===== src/rtl/alu_counter_pkg.sv =====
// Shared constants for the counter slice: saturation modes, default width,
// and the per-edge operation decode used by updown_counter.
package alu_counter_pkg;

  localparam int MODE_WRAP     = 0;
  localparam int MODE_SAT      = 1;
  localparam int DEFAULT_WIDTH = 8;

  typedef enum logic [1:0] {
    OP_HOLD  = 2'd0,
    OP_CLR   = 2'd1,
    OP_LOAD  = 2'd2,
    OP_COUNT = 2'd3
  } op_e;

  // Resolve the per-edge operation: clear beats load, load beats count.
  function automatic op_e decode_op(input logic clr, input logic load, input logic en);
    if (clr)       return OP_CLR;
    else if (load) return OP_LOAD;
    else if (en)   return OP_COUNT;
    else           return OP_HOLD;
  endfunction

endpackage


===== src/rtl/toggle_cell.sv =====
// One bit of the count register: a toggle flop with a synchronous load
// that overrides the toggle, and an asynchronous active-low reset to 0.
module toggle_cell (
  input  logic clk,
  input  logic resetn,
  input  logic ld_val,
  input  logic ld,
  input  logic tgl,
  output logic q
);

  always_ff @(posedge clk or negedge resetn) begin
    if (!resetn)   q <= 1'b0;
    else if (ld)   q <= ld_val;
    else if (tgl)  q <= ~q;
  end

endmodule


===== src/rtl/updown_counter.sv =====
// Up/down counter with programmable modulus, wrap or saturate at the bounds,
// combinational terminal count and a registered one-cycle boundary pulse.
module updown_counter
  import alu_counter_pkg::*;
#(
  parameter int              WIDTH     = DEFAULT_WIDTH,
  parameter longint unsigned MAX_VALUE = (64'd1 << WIDTH) - 64'd1,
  parameter int              SATURATE  = MODE_WRAP
) (
  input  logic             clk,
  input  logic             resetn,
  input  logic             clr,
  input  logic             load,
  input  logic [WIDTH-1:0] din,
  input  logic             en,
  input  logic             up,
  output logic [WIDTH-1:0] q,
  output logic             tc,
  output logic             ovf
);

  if (WIDTH < 2 || WIDTH > 32) begin : g_bad_width
    $error("updown_counter: WIDTH %0d outside 2..32", WIDTH);
  end
  if (MAX_VALUE < 64'd1 || MAX_VALUE > ((64'd1 << WIDTH) - 64'd1)) begin : g_bad_max
    $error("updown_counter: MAX_VALUE %0d outside 1..2**WIDTH-1", MAX_VALUE);
  end

  localparam logic [WIDTH-1:0] MAXV = MAX_VALUE[WIDTH-1:0];

  op_e              op;
  logic             at_max;
  logic             at_min;
  logic             boundary;
  logic [WIDTH-1:0] carry;
  logic [WIDTH-1:0] ld_value;
  logic [WIDTH-1:0] tgl;
  logic             ld_all;
  logic             ones;
  logic             zeros;

  assign op       = decode_op(clr, load, en);
  assign at_max   = (q == MAXV);
  assign at_min   = (q == '0);
  assign tc       = en & ((up & at_max) | (~up & at_min));
  assign boundary = (op == OP_COUNT) & tc;

  // Bit i toggles when every lower bit is 1 (counting up) or 0 (counting down).
  always_comb begin
    ones  = 1'b1;
    zeros = 1'b1;
    carry = '0;
    for (int i = 0; i < WIDTH; i++) begin
      carry[i] = up ? ones : zeros;
      ones     = ones & q[i];
      zeros    = zeros & ~q[i];
    end
  end

  // Wrap uses the load path since the modulus need not be a power of two.
  always_comb begin
    ld_all   = 1'b0;
    ld_value = '0;
    tgl      = '0;
    case (op)
      OP_CLR: begin
        ld_all   = 1'b1;
        ld_value = '0;
      end
      OP_LOAD: begin
        ld_all   = 1'b1;
        ld_value = (din > MAXV) ? MAXV : din;
      end
      OP_COUNT: begin
        if (boundary) begin
          if (SATURATE == MODE_WRAP) begin
            ld_all   = 1'b1;
            ld_value = up ? '0 : MAXV;
          end
        end else begin
          tgl = carry;
        end
      end
      default: begin
        ld_all = 1'b0;
      end
    endcase
  end

  for (genvar i = 0; i < WIDTH; i++) begin : g_bit
    toggle_cell u_cell (
      .clk    (clk),
      .resetn (resetn),
      .ld_val (ld_value[i]),
      .ld     (ld_all),
      .tgl    (tgl[i]),
      .q      (q[i])
    );
  end

  always_ff @(posedge clk or negedge resetn) begin
    if (!resetn) ovf <= 1'b0;
    else         ovf <= boundary;
  end

endmodule


===== config.mk =====
export PLATFORM = sky130hd
export DESIGN_NAME = updown_counter
export DESIGN_NICKNAME = d
export VERILOG_FILES = /design/src/rtl/alu_counter_pkg.sv /design/src/rtl/toggle_cell.sv /design/src/rtl/updown_counter.sv
export SDC_FILE = /design/constraint.sdc
export NUM_CORES = 1
export LEC_CHECK = 0
export CAP_MARGIN = 5
export CORE_MARGIN = 3
export CORE_UTILIZATION = 45
export DETAILED_ROUTE_END_ITERATION = 8
export PLACE_DENSITY = 0.77
export SLEW_MARGIN = 20
export SYNTH_ARGS = -nofsm -noshare
export SYNTH_HDL_FRONTEND = slang
export SYNTH_SLANG_ARGS = --single-unit

===== constraint.sdc =====
create_clock -name clk -period 3.7 [get_ports clk]
set_input_delay 0.74 -clock clk [delete_from_list [all_inputs] [get_ports clk]]
set_output_delay 0.74 -clock clk [all_outputs]
set_load 0.01 [all_outputs]

==> results of run 1 <==
## synth_stat cells (2+ instances only)
cell type / instances / area share (%)
ha_1: 4 / 6.1
inv_1: 6 / 2.8
nand3_1: 4 / 2.5
and2_1: 2 / 1.5
a211oi_1: 3 / 2.8
a22oi_1: 7 / 6.5
mux2_2: 2 / 2.8
buf_4: 8 / 7.4
nor2_1: 4 / 1.8
a21oi_1: 3 / 1.8
dfrtp_1: 9 / 28
xnor2_1: 6 / 6.5
o221ai_1: 2 / 2.2
nand2_1: 9 / 4.1
## report_power, final
part / switching [mW] / leakage [nW] / total, mW / internal, mW
Combinational: 0.0730 / 0.268 / 0.173 / 0.100
Clock: 0.0391 / 0.0150 / 0.0809 / 0.0418
Sequential: 0.0397 / 0.111 / 0.159 / 0.120
Total: 0.152 / 0.394 / 0.413 / 0.262
## how the worst min path moves through the flow
stage                             end  cells past startpoint
floorplan           g_bit[0].u_cell.q                      0
global placement    g_bit[5].u_cell.q                      2
detailed placement  g_bit[5].u_cell.q                      2
CTS                 g_bit[5].u_cell.q                      2
global route        g_bit[5].u_cell.q                      2
finish              g_bit[5].u_cell.q                      2
## layer usage
layer,GRT usage (%),up-vias,share of wire [%]
li1,-,356,-
met1,19.9,320,46
met2,24.1,23,47
met3,1.53,5,4.3
met4,11.4,0,2.9
met5,0,-,0
## worst register-to-register path, cell delays in order, from the launching register on
cell and delay (ps):
dfrtp_1 420, or4b_1 580, o22ai_2 160, buf_4 160
and3_1 250, mux2_4 370, a22oi_1 200
## per-stage QoR
stage          area, um^2  hold WS (ps)  total power [mW]  instances
6_report             1030           650             0.413        132
5_1_grt              1030           671             0.436        132
4_1_cts              1030           644             0.412        132
3_5_place_dp         1000           629             0.334        128
3_3_place_gp         1000           627             0.328        128
2_1_floorplan         815           444             0.285         91
## layout make-up
type | instances | area (um^2) | share of cell area [%]
Timing Repair Buffer | 24 | 238 | 23.1
Inverter | 6 | 22.5 | 2.19
Sequential cell | 9 | 225 | 21.9
Clock buffer | 4 | 26.3 | 2.55
Tap cell | 24 | 30.0 | 2.92
Multi-Input combinational cell | 65 | 487 | 47.3
## logic make-up after synthesis
group	count (synthesis)	share of synthesized area [%]
AO/OA/AOI/OAI	22	20.1
XOR/XNOR	7	7.53
adder cells (fa/ha/maj)	4	6.14
buffers and inverters	17	12.6
flip-flops	9	27.7
multiplexers	4	5.84
AND/OR/NAND/NOR	28	20.1
## registers in the layout (all words and copies together), names as in the netlist
register and flops:
g_bit.u_cell.q 8, ovf 1
==> results.toml, run 1 <==
[run_status]
status = "finished, final reports clean"

[sta]
setup_viol = 0
min_period_ps = 3330
grt_setup_unrepaired = "no"
worst_pin_slew_ps = 480
period_share_pct = 90.1
report.final.hold_viol_count = 0
finalClockSkew_ps = 8.92
max_freq_ghz = 0.300
fin_ws_ps = 366
finalSetupTns_ps = 0
slew_violations = 0
slew_headroom_pct = 68.0

[die]
die-area_um2 = 2360
start_util_pct = 50.5
rows = 14
core_area_um2 = 1610
ios = 24
die_x_um = 48.5
die_h_um = 48.5

[clock_tree]
cts_resized = 0
root_buffer = "clkbuf_4"
clock_latency_ps = 280
path_clk_slew_ps = 60
cts_setup_buffers = 0
numClockSinks = 9
htreeDepth = 1
hold_buffers = 0
cts_buffer_depth = 2
cts_made_buffers = 3
cts_tree = "yes"

[global_route]
grt_overflow_total = 0
grt_pass1_wl_um = 2810
grt_max_degree = 10
grt_use_total_pct = 15.5
grt_pass1_vias = 622
antenna_found_initial = 0

[route]
wl_um = 1800
drt_iter0_drc = 18
postRouteAntennaNets = 0
viasPerCell = 5.33
vias = 704
drc_errors = 0
avgRoutedWirePerCell_um = 13.6
firstDrtPassIters = 4

[synth]
synth_area_um2 = 815
synth_cell_type_count = 36
synthCells = 91
synthArstFlopShare_pct = 100
ys_seq_area_share_pct = 27.6
syn_avg_cell_area_um2 = 8.95
ys_seq_elements = 9
synth_ff_type = "dfrtp_1"
synth_nets = 109
synth_warnings = 0
synth-edff-count = 0

[setup_path]
cp.required_ps = 2960
crit_arrival_ps = 2590
worstSetupPathType = "in -> out"
crit_buf_inv = 2
crit_end = "tc"
critPathTopFamily = "buffers and inverters"
crit_path_top_delay_cell = "clkdlybuf4s50_1"
crit_top_cell = "clkdlybuf4s50_1"
r2r_start = "g_bit[7].u_cell.q"
critPathLaunchType = "input pin"
crit_chain = "clkdlybuf4s50_1 -> or4b_1 -> o22ai_2 -> and2_1 -> clkdlybuf4s50_1"
cp-startpoint = "en"
r2r_slack_ps = 1470
crit_cells = 5
cp-end-kind = "output port"
rr_worst_depth = 6
max_stage_delay_ps = 530
r2r_end = "g_bit[7].u_cell.q"
cp_max_fo = 4

[finish]
drive_above_1_share_pct = 10.2
fillCellCount = 148
utilization_pct = 63.8
nets = 127
syn2layout_area_growth_pct = 26.3
final_cell_mix = "clkdlybuf4s50_1, nand2_1, dfrtp_1"
final_common_cell = "clkdlybuf4s50_1"
n_antenna_cell = 0

[run]
max_cap_violations = 0

[pwr]
ir_drop_v = 0.000258
power_density_nw_per_um2 = 402
power.leakage_nw = 0.394

[worst_hold_path]
hp-class = "reg -> reg"
min_from = "g_bit[5].u_cell.q"

[placed_design]
dp_hpwl_um = 1420
pre_cts_ws_ps = 371
gp_congestion = 0.822
io_buffers = 23
Power figures use the tool's default switching activity.
==> run 2, diff against run 1 <==
--- a/config.mk
+++ b/config.mk
@@ -10,6 +10,7 @@
 export CORE_UTILIZATION = 45
 export DETAILED_ROUTE_END_ITERATION = 8
 export PLACE_DENSITY = 0.77
+export SETUP_SLACK_MARGIN = 0.15
 export SLEW_MARGIN = 20
 export SYNTH_ARGS = -nofsm -noshare
 export SYNTH_HDL_FRONTEND = slang
==> results of run 2 <==
Same layout as run 1: the final DEF is identical, and so are final timing and power.
